`src/rtl/newton_step_pkg.sv`:
```
// Shared types and constants for the reciprocal-square-root Newton refinement step.
package newton_step_pkg;

    localparam int unsigned SIGN_W  = 1;
    localparam int unsigned EXP_W   = 8;
    localparam int unsigned FRAC_W  = 23;
    localparam int unsigned FP_W    = SIGN_W + EXP_W + FRAC_W;
    localparam int unsigned MANT_W  = FRAC_W + 1;
    localparam int unsigned EXT_W   = EXP_W + 2;
    localparam int unsigned LZ_W    = 5;

    // Signed exponent arithmetic helpers (room for sums up to 2*255 and negatives).
    localparam logic signed [EXT_W-1:0] E_BIAS = EXT_W'(127);
    localparam logic signed [EXT_W-1:0] E_MAX  = EXT_W'(255);
    localparam logic signed [EXT_W-1:0] E_ZERO = EXT_W'(0);

    localparam logic [FP_W-1:0] ONE_HALF_3  = 32'h3FC00000;
    localparam logic [FP_W-1:0] RES_POS_INF = 32'h7F800000;
    localparam logic [FP_W-1:0] RES_ZERO    = 32'h00000000;
    localparam logic [FP_W-1:0] RES_QNAN    = 32'h7FC00000;

    typedef enum logic [2:0] {
        IDLE,
        SQ,
        MH,
        SUB,
        MY,
        DONE
    } state_t;

endpackage

```
`src/rtl/fp32_mul.sv`:
```
// Truncating single-precision multiplier; zero/denormal inputs act as zero.
module fp32_mul
    import newton_step_pkg::*;
(
    input  logic [FP_W-1:0] a,
    input  logic [FP_W-1:0] b,
    output logic [FP_W-1:0] p
);

    logic                    sign;
    logic [EXP_W-1:0]        ea;
    logic [EXP_W-1:0]        eb;
    logic [2*MANT_W-1:0]     prod;
    logic [MANT_W:0]         prod_hi;
    logic [MANT_W-2:0]       unused_prod_lo;
    logic [FRAC_W-1:0]       frac;
    logic signed [EXT_W-1:0] e;

    assign prod = {1'b1, a[FRAC_W-1:0]} * {1'b1, b[FRAC_W-1:0]};
    assign {prod_hi, unused_prod_lo} = prod;

    // Sign/exponent combine, single-step normalisation, underflow/overflow clamp.
    always_comb begin
        sign = a[FP_W-1] ^ b[FP_W-1];
        ea   = a[FP_W-2 -: EXP_W];
        eb   = b[FP_W-2 -: EXP_W];
        frac = prod_hi[MANT_W] ? prod_hi[MANT_W-1:1] : prod_hi[MANT_W-2:0];
        e    = $signed({2'b00, ea}) + $signed({2'b00, eb}) - E_BIAS
             + $signed({{(EXT_W-1){1'b0}}, prod_hi[MANT_W]});
        if (ea == '0 || eb == '0 || e <= E_ZERO) begin
            p = {sign, (FP_W-1)'(0)};
        end else if (e >= E_MAX) begin
            p = {sign, {EXP_W{1'b1}}, FRAC_W'(0)};
        end else begin
            p = {sign, e[EXP_W-1:0], frac};
        end
    end

endmodule

```
`src/rtl/newton_step.sv`:
```
// Iterative Newton-Raphson refinement of a 1/sqrt(x) estimate with one shared multiplier.
module newton_step
    import newton_step_pkg::*;
#(
    parameter int unsigned ITER = 1
)
(
    input  logic            clk,
    input  logic            rst,
    input  logic [FP_W-1:0] y_in,
    input  logic [FP_W-1:0] half_x,
    input  logic            in_valid,
    output logic            in_ready,
    output logic [FP_W-1:0] y_out,
    output logic            out_valid,
    input  logic            out_ready
);

    localparam int unsigned CNT_W = 2;

    state_t            state_q;
    state_t            state_d;
    logic [FP_W-1:0]   y_q;
    logic [FP_W-1:0]   hx_q;
    logic [FP_W-1:0]   t_q;
    logic [CNT_W-1:0]  cnt_q;
    logic              spec_q;
    logic [FP_W-1:0]   spec_val_q;
    logic              spec_d;
    logic [FP_W-1:0]   spec_val_d;
    logic              last_iter;
    logic [FP_W-1:0]   mul_a;
    logic [FP_W-1:0]   mul_b;
    logic [FP_W-1:0]   mul_p;
    logic [FP_W-1:0]   sub_r;

    assign last_iter = (cnt_q >= CNT_W'(ITER - 1));

    // State register.
    always_ff @(posedge clk) begin
        if (!rst) state_q <= IDLE;
        else      state_q <= state_d;
    end

    // Next-state decode.
    always_comb begin
        state_d = state_q;
        unique case (state_q)
            IDLE:    if (in_valid) state_d = SQ;
            SQ:      state_d = MH;
            MH:      state_d = SUB;
            SUB:     state_d = MY;
            MY:      state_d = last_iter ? DONE : SQ;
            DONE:    if (out_ready) state_d = IDLE;
            default: state_d = IDLE;
        endcase
    end

    // Operand classes whose answer is fixed regardless of the estimate.
    always_comb begin
        spec_d     = 1'b1;
        spec_val_d = RES_ZERO;
        if (half_x[FP_W-2 -: EXP_W] == '0)          spec_val_d = RES_POS_INF;
        else if (half_x[FP_W-2 -: EXP_W] == '1)     spec_val_d = RES_ZERO;
        else if (half_x[FP_W-1])                    spec_val_d = RES_QNAN;
        else                                        spec_d     = 1'b0;
    end

    // Multiplier operand select for the time-shared product.
    always_comb begin
        mul_a = y_q;
        mul_b = t_q;
        unique case (state_q)
            SQ:      begin mul_a = y_q;  mul_b = y_q; end
            MH:      begin mul_a = hx_q; mul_b = t_q; end
            default: begin mul_a = y_q;  mul_b = t_q; end
        endcase
    end

    fp32_mul u_mul (
        .a (mul_a),
        .b (mul_b),
        .p (mul_p)
    );

    logic [FP_W-1:0]         op_b;
    logic [FP_W-2:0]         key_a;
    logic [FP_W-2:0]         key_b;
    logic [FP_W-1:0]         big;
    logic [FP_W-1:0]         sml;
    logic [EXP_W-1:0]        e_big;
    logic [EXP_W-1:0]        e_sml;
    logic [EXP_W-1:0]        e_diff;
    logic [MANT_W-1:0]       m_big;
    logic [MANT_W-1:0]       m_sh;
    logic [MANT_W:0]         sum;
    logic [LZ_W-1:0]         lz;
    logic [FRAC_W-1:0]       norm_frac;
    logic                    unused_norm_msb;
    logic signed [EXT_W-1:0] e_res;

    // 1.5 - t: magnitude-ordered align, add/subtract, leading-zero normalise, truncate.
    always_comb begin
        op_b   = {~t_q[FP_W-1], t_q[FP_W-2:0]};
        key_a  = ONE_HALF_3[FP_W-2:0];
        key_b  = (op_b[FP_W-2 -: EXP_W] == '0) ? '0 : op_b[FP_W-2:0];
        big    = (key_a >= key_b) ? ONE_HALF_3 : op_b;
        sml    = (key_a >= key_b) ? op_b : ONE_HALF_3;
        e_big  = big[FP_W-2 -: EXP_W];
        e_sml  = sml[FP_W-2 -: EXP_W];
        e_diff = e_big - e_sml;
        m_big  = (e_big == '0) ? '0 : {1'b1, big[FRAC_W-1:0]};
        m_sh   = (e_sml == '0 || e_diff >= EXP_W'(25)) ? '0 : ({1'b1, sml[FRAC_W-1:0]} >> e_diff);
        sum    = (big[FP_W-1] == sml[FP_W-1]) ? ({1'b0, m_big} + {1'b0, m_sh})
                                              : ({1'b0, m_big} - {1'b0, m_sh});
        lz = '0;
        for (int i = 0; i < int'(MANT_W); i++) begin
            if (sum[i]) lz = LZ_W'(int'(MANT_W) - 1 - i);
        end
        {unused_norm_msb, norm_frac} = sum[MANT_W-1:0] << lz;
        e_res = $signed({2'b00, e_big}) - $signed({{(EXT_W-LZ_W){1'b0}}, lz});
        if (sum == '0) begin
            sub_r = RES_ZERO;
        end else if (sum[MANT_W]) begin
            if (e_big >= EXP_W'(254)) sub_r = {big[FP_W-1], {EXP_W{1'b1}}, FRAC_W'(0)};
            else                      sub_r = {big[FP_W-1], e_big + EXP_W'(1), sum[MANT_W-1:1]};
        end else if (e_res <= E_ZERO) begin
            sub_r = {big[FP_W-1], (FP_W-1)'(0)};
        end else begin
            sub_r = {big[FP_W-1], e_res[EXP_W-1:0], norm_frac};
        end
    end

    // Datapath registers and handshake outputs.
    always_ff @(posedge clk) begin
        if (!rst) begin
            y_q        <= '0;
            hx_q       <= '0;
            t_q        <= '0;
            cnt_q      <= '0;
            spec_q     <= 1'b0;
            spec_val_q <= '0;
            y_out      <= '0;
            out_valid  <= 1'b0;
            in_ready   <= 1'b1;
        end else begin
            in_ready  <= (state_d == IDLE);
            out_valid <= (state_d == DONE);
            case (state_q)
                IDLE: if (in_valid) begin
                    y_q        <= y_in;
                    hx_q       <= half_x;
                    cnt_q      <= '0;
                    spec_q     <= spec_d;
                    spec_val_q <= spec_val_d;
                end
                SQ, MH: t_q <= mul_p;
                SUB:    t_q <= sub_r;
                MY: begin
                    y_q <= mul_p;
                    if (!last_iter) cnt_q <= cnt_q + CNT_W'(1);
                    else            y_out <= spec_q ? spec_val_q : mul_p;
                end
                default: ;
            endcase
        end
    end

endmodule

```
`config.mk`:
```
export PLATFORM = sky130hd
export DESIGN_NAME = newton_step
export DESIGN_NICKNAME = d
export VERILOG_FILES = /design/src/rtl/newton_step_pkg.sv /design/src/rtl/fp32_mul.sv /design/src/rtl/newton_step.sv
export SDC_FILE = /design/constraint.sdc
export NUM_CORES = 2
export LEC_CHECK = 0
export ABC_AREA = 1
export CAP_MARGIN = 20
export CORE_MARGIN = 2
export CORE_UTILIZATION = 56
export DETAILED_ROUTE_END_ITERATION = 8
export DONT_BUFFER_PORTS = 1
export GPL_TIMING_DRIVEN = 0
export PLACE_DENSITY = 0.79
export SLEW_MARGIN = 20
export SYNTH_ARGS = -nofsm -noshare
export SYNTH_HDL_FRONTEND = slang
export SYNTH_HIERARCHICAL = 1
export SYNTH_SLANG_ARGS = --single-unit
```
`constraint.sdc`:
```
create_clock -name clk -period 16.2 [get_ports clk]
set_clock_uncertainty 0.15 [all_clocks]
set_input_delay 1.62 -clock clk [delete_from_list [all_inputs] [get_ports clk]]
set_output_delay 1.62 -clock clk [all_outputs]
set_load 0.1 [all_outputs]
```
**After elaboration in Yosys (flattened, before gate mapping)**

Cells that the tools add are included.

- Flip-flop bits (word level): 168
- Bits in latches: 0
- Bits in writable memories: 0
- Bits in read-only memories: 0
- Input port bits: 68
- Output and inout port bits: 34
- Logic and storage cells: 116
- Memories: 0

- Add/sub/neg operators: 9
- Multiply operators: 1
- Divide/modulo/power cells: 0
- Magnitude comparators: 7
- Equality and inequality tests: 10
- Shifts and indexed selects: 2
- Mux-type cells: 56
- Bitwise logic cells: 2
- Reductions and logical operators: 19

Operators with widths:

| operator | count |
|---|---|
| 31-bit 2-to-1 mux | 9 |
| 32-bit 2-to-1 mux | 7 |
| 32-bit case mux with 2 select lines | 2 |
| 5-bit 2-to-1 mux | 24 |
| 8-bit logical NOT | 6 |
| 24-bit by 24-bit multiplier with 48-bit output | 1 |
| 24-bit 2-to-1 mux | 2 |
| 30-bit by 31-bit >= comparator with 1-bit output (first input constant) | 1 |
| 24-bit by 24-bit adder with 25-bit output | 1 |
| 25-bit logical NOT | 1 |
| 25-bit 2-to-1 mux | 1 |
| 24-bit by 24-bit subtractor with 25-bit output | 1 |
| 24-bit by 5-bit << shifter with 23-bit output | 1 |
| 24-bit by 8-bit right shift with 24-bit output | 1 |
| 23-bit 2-to-1 mux | 1 |
| 3-bit case mux with 6 select lines | 1 |
| 10-bit by 2-bit adder with 10-bit output | 1 |
| 10-bit by 9-bit >= comparator with 1-bit output (second input constant) | 1 |
| 10-bit by 1-bit <= comparator with 1-bit output (second input constant) | 1 |
| 10-bit by 8-bit subtractor with 10-bit output (second input constant) | 1 |
| 8-bit by 8-bit adder with 9-bit output | 1 |
| 3-bit == test (second input constant) | 3 |
| 9-bit by 1-bit <= comparator with 1-bit output (second input constant) | 1 |
| 3-bit 2-to-1 mux | 3 |
| other kinds (23) | 34 |

**Longest topological paths before layout**

- Depth in word-level cells: 40
- Gate-level depth with buffers: 64

**By module**

The synthesis kept the hierarchy.

By module, submodules not included:

| module | times used | cells each | area an instance (um^2) |
|---|---|---|---|
| fp32_mul | 1 | 2808 | 20662.3 |
| newton_step | 1 | 2046 | 11950.2 |

**Worst setup path after synthesis**

OpenSTA, ideal clock, no wires.

- Path type: reg2reg
- From: reg state_q[2]
- To: reg t_q[10]
- Setup time: 0.122 ns
- Data arrival time: 9.154 ns
- Data required time: 15.928 ns
- Slack: 6.774 ns
- Stages on the path, launching flop included: 49
- Path buffers: 4
- Period minus slack after synthesis: 9.426 ns
- Cells stage by stage: dfxtp_1 > inv_1 > nand3_1 > clkbuf_1 > clkbuf_1 > nor2_1 > a21oi_1 > clkbuf_1 > nand2_1 > fa_1 > inv_1 > fa_1 > inv_1 > fa_1 > inv_1 > fa_1 > fa_1 > fa_1 > (+13 left out) > nand2_4 > or2_1 > nand2_1 > ha_1 > fa_1 > nand3_1 > nand2_1 > nand4_1 > nand3_1 > xnor2_1 > nand3_1 > nand2_4 > nor2_4 > buf_6 > o21ai_1 > nor2_1 > a21oi_1 > a21oi_2

- Elaborated cells on any way between the ends: 21
- Those cells by class: add/sub (3); mul (1); order compare (2); eq/ne (3); mux (6); reduce/logical (6)

RTL lines:

| what | RTL line | text |
|---|---|---|
| start, declared | newton_step.sv:21 | `state_t state_q;` |
| start signal, assigned | newton_step.sv:42 | `else state_q <= state_d;` |
| 3-bit by 2-bit == test with 1-bit output * | newton_step.sv:73 | `unique case (state_q)` |
| 32-bit 2-to-1 mux * | newton_step.sv:73 |  |
| named net mul_a[17] | newton_step.sv:32 | `logic [FP_W-1:0] mul_a;` |
| 24-bit by 24-bit multiplier with 48-bit output * | fp32_mul.sv:19 | `assign prod = {1'b1, a[FRAC_W-1:0]} * {1'b1, b[FRAC_W-1:0]};` |
| 10-bit by 2-bit adder with 10-bit output | fp32_mul.sv:29 | `+ $signed({{(EXT_W-1){1'b0}}, prod_hi[MANT_W]});` |
| 10-bit by 9-bit >= comparator with 1-bit output / 10-bit by 1-bit <= comparator with 1-bit output (equally long branches) | fp32_mul.sv:32, fp32_mul.sv:30 |  |
| 31-bit 2-to-1 mux / 1-bit logical OR (equally long branches) | fp32_mul.sv:32, fp32_mul.sv:30 |  |
| 31-bit 2-to-1 mux * | fp32_mul.sv:30 | `if (ea == '0 \|\| eb == '0 \|\| e <= E_ZERO) begin` |
| named net mul_p[10] | newton_step.sv:34 | `logic [FP_W-1:0] mul_p;` |
| 32-bit case mux with 2 select lines * | newton_step.sv:149 | `case (state_q)` |
| end signal, assigned | newton_step.sv:157 | `SQ, MH: t_q <= mul_p;` |
| end signal, assigned | newton_step.sv:158 | `SUB: t_q <= sub_r;` |
| end, declared | newton_step.sv:25 | `logic [FP_W-1:0] t_q;` |

The timed path passes the listed nets; every way through them passes the cells marked *.
A chain may end at the register's enable or synchronous reset.

**Worst setup path after layout**

- From: reg state_q[2]
- To: reg y_q[19]

- Elaborated cells on any way between the ends: 23
- Those cells by class: add/sub (3); mul (1); order compare (2); eq/ne (4); mux (6); reduce/logical (7)

RTL lines:

| what | RTL line | text |
|---|---|---|
| 3-bit by 2-bit == test with 1-bit output * | newton_step.sv:73 |  |
| 32-bit 2-to-1 mux * | newton_step.sv:73 |  |
| named net mul_a[6] | newton_step.sv:32 |  |
| 24-bit by 24-bit multiplier with 48-bit output * | fp32_mul.sv:19 |  |
| 10-bit by 2-bit adder with 10-bit output | fp32_mul.sv:29 |  |
| 10-bit by 9-bit >= comparator with 1-bit output / 10-bit by 1-bit <= comparator with 1-bit output (equally long branches) | fp32_mul.sv:32, fp32_mul.sv:30 |  |
| 31-bit 2-to-1 mux / 1-bit logical OR (equally long branches) | fp32_mul.sv:32, fp32_mul.sv:30 |  |
| 31-bit 2-to-1 mux * | fp32_mul.sv:30 |  |
| named net mul_p[19] | newton_step.sv:34 |  |
| 32-bit case mux with 2 select lines * | newton_step.sv:149 |  |
| end signal, assigned | newton_step.sv:151 | `y_q <= y_in;` |
| end signal, assigned | newton_step.sv:160 | `y_q <= mul_p;` |
| end, declared | newton_step.sv:23 | `logic [FP_W-1:0] y_q;` |

Marks and branches as above.

==> flow_summary.json <==
{
  "initial_core_util_pct": 56.6,
  "worst_slew_pin_slew_ns": 1.19,
  "dieArea_mm2": 0.0602,
  "setup_violations": 0,
  "cpMaxStageDelayCell": "a21oi_1",
  "fp.dieH_um": 245,
  "wl_per_cell_um": 20.3,
  "cp.required_ns": 16.39,
  "cts_setup_buffers": 0,
  "synth_top_area_cell": "fa_1",
  "period_minus_slack_ns": 12.27,
  "num_vias": 31959,
  "insertion_delay_ns": 0.44,
  "grt_pass1_wl_mm": 177,
  "netlist.area_leader.share_pct": 29.7,
  "ys.flop_type": "dfxtp_1",
  "synth_common_cells": "1320 x nand2_1, 1078 x inv_1, 484 x fa_1",
  "critPathBufInv": 9,
  "hold_path_class": "flop to flop",
  "synthTopCellsByArea": "fa_1 30%, nand2_1 15%, inv_1 12%",
  "reg2reg_depth": 44,
  "synth_warnings": 6,
  "antenna_found_initial": 1,
  "globalRoute.totalOverflow": 0,
  "rows": 88,
  "clock-root-buffer": "clkbuf_16",
  "power_leakage_nw": 18.6,
  "clkTransAtPathRegs_ns": 0.06,
  "rsz0062_at_grt": "no",
  "synth_edf_count": 0,
  "hold_depth": 2,
  "path_class": "flop to flop",
  "drive_gt1_share_pct": 4.49,
  "cts_max_path_buffers": 2,
  "placed_area_mm2": 0.0337,
  "seq_area_frac_synth_pct": 8.35,
  "syn_to_final_growth_pct": 5.24,
  "cts_buffers": 17,
  "endpoint_kind": "flop",
  "grt_max_degree": 17,
  "hold_viol": 0,
  "first_pass_iters": 6,
  "die-width_um": 245,
  "holdBufCountCts": 0,
  "core_mm2": 0.0576,
  "grt_util_all_layers_pct": 38.6,
  "syn-cell-area_mm2": 0.0326,
  "drv_cap": 0,
  "fmax_mhz": 81.5,
  "status": "finished, final reports clean",
  "ios": 102,
  "fin_setup_tns_ns": 0,
  "fin_crit_sh_pct": 75.7,
  "synth_area_per_cell_um2": 6.72,
  "cpMostUsedCell": "nand2_1",
  "io_buffers": 0,
  "viasPerCell": 5.64,
  "dp_hpwl_mm": 98.5,
  "whs_ns": 0.330,
  "power_per_cell_area_mw_per_mm2": 184,
  "routabilityCongestion": 1.05,
  "critical_path_depth": 44,
  "synthDistinctLibCells": 60,
  "design_area_mm2": 0.0343,
  "cp-start-kind": "flop",
  "synth_most_common_cell": "nand2_1",
  "final.setup.worst_slack_ns": 3.93,
  "cts.sinks": 136,
  "drt_iter0_markers": 3474,
  "cts_tree": "done",
  "synth-seq-cells": 136,
  "slowest_delay_ns": 0.95,
  "grt_pass1_vias": 31492,
  "routed_wl_mm": 115,
  "ant_nets": 0,
  "drc": 0,
  "cts_htree_levels": 4,
  "fin_util_pct": 59.6,
  "maxSlewViolCount": 0,
  "synth-async-reset-ratio_pct": 0,
  "ir_worst_vdd_uv": 129,
  "place_ws_ns": 4.31,
  "worstPathArrival_ns": 12.46,
  "synth_nets": 5623,
  "cts-resized-gates": 0,
  "crit_fanout": 10,
  "crit_family": "adder cells",
  "synthCells": 4854,
  "nets": 5653,
  "slew_headroom_pct": 20.2
}
## layout by cell type (no fill, tap or decap), types with 12 or more instances in the layout
| cell | synthesis | layout |
|---|---|---|
| a21oi_1 | 246 | 234 |
| nand3_2 | 22 | 22 |
| a31oi_1 | 46 | 46 |
| nor4_1 | 14 | 14 |
| o21bai_1 | 12 | 12 |
| xnor2_1 | 23 | 23 |
| a21oi_2 | 7 | 19 |
| inv_1 | 1078 | 1078 |
| nor2_1 | 322 | 322 |
| buf_6 | 14 | 19 |
| o21ai_0 | 174 | 154 |
| nand3_1 | 287 | 287 |
| clkbuf_1 | 163 | 163 |
| ha_1 | 217 | 217 |
| nand4_1 | 28 | 28 |
| fa_1 | 484 | 484 |
| nor3_1 | 23 | 23 |
| clkbuf_16 | 0 | 17 |
| buf_2 | 19 | 19 |
| nand2_1 | 1320 | 1320 |
| dfxtp_1 | 136 | 136 |
| nand2_2 | 22 | 22 |
| inv_2 | 14 | 14 |
| xor2_1 | 35 | 35 |
| o21ai_1 | 23 | 38 |
| buf_4 | 17 | 23 |
## routing by layer
| metal | wire (um) | part of all wire (%) | vias to the layer above | track usage [%] |
|---|---|---|---|---|
| met5 | 0 | 0 | - | 0 |
| met4 | 8080 | 7.0 | 0 | 22.2 |
| met3 | 11900 | 10 | 437 | 8.19 |
| met2 | 52000 | 45 | 1867 | 62.2 |
| met1 | 43200 | 38 | 14981 | 48.0 |
| li1 | - | - | 14674 | - |
## final timing paths
path         startpoint  endpoint  slack, ns
min             y_q[14]   y_q[14]       0.33
max          state_q[2]   y_q[19]       3.93
min reg2reg     y_q[14]   y_q[14]       0.33
max reg2reg  state_q[2]   y_q[19]       3.93
## registers in the layout (all words and copies together), names as in the netlist
| signal | count |
|---|---|
| y_q | 32 |
| spec_q | 1 |
| in_ready | 1 |
| y_out | 32 |
| hx_q | 32 |
| state_q | 3 |
| spec_val_q | 2 |
| out_valid | 1 |
| t_q | 32 |
## power breakdown
part | switching, mW | internal (mW) | total (mW)
combinational | 3.77 | 1.72 | 5.49
sequential | 0.0507 | 0.374 | 0.425
clock | 0.170 | 0.217 | 0.388
total | 3.99 | 2.31 | 6.31
## metrics by stage
step	total power [mW]	cells
global route	6.86	5663
global placement	5.65	5619
floorplan	4.12	4854
finish	6.31	5663
detailed placement	5.71	5630
CTS	6.14	5662
## cell type report
class	count	area [um^2]
sequential	136	2720
multi-input combinational	3398	24800
inverter	1098	4130
tap	765	957
clock buffer	17	425
fill	5514	23300
buffer	222	1050
clock inverter	15	154
timing repair buffer	11	101
antenna	1	2.50
## logic make-up after synthesis
| family | Yosys count | share of synthesized area, % |
|---|---|---|
| AOI/OAI and AO/OA | 550 | 9.21 |
| xor gates and xnor gates | 59 | 1.61 |
| adders and majority gates | 701 | 38.0 |
| buffers and inverters | 1320 | 15.9 |
| DFF | 136 | 8.35 |
| other | 1 | 0.0115 |
| and+or+nand+nor | 2087 | 26.9 |
## worst min-delay path: cells and delay by family, from the launching register on
kind,cells,cell delay [ns]
DFF,1,0.31
and+or+nand+nor,1,0.06
AOI/OAI and AO/OA,1,0.06
Power figures use the tool's default switching activity.
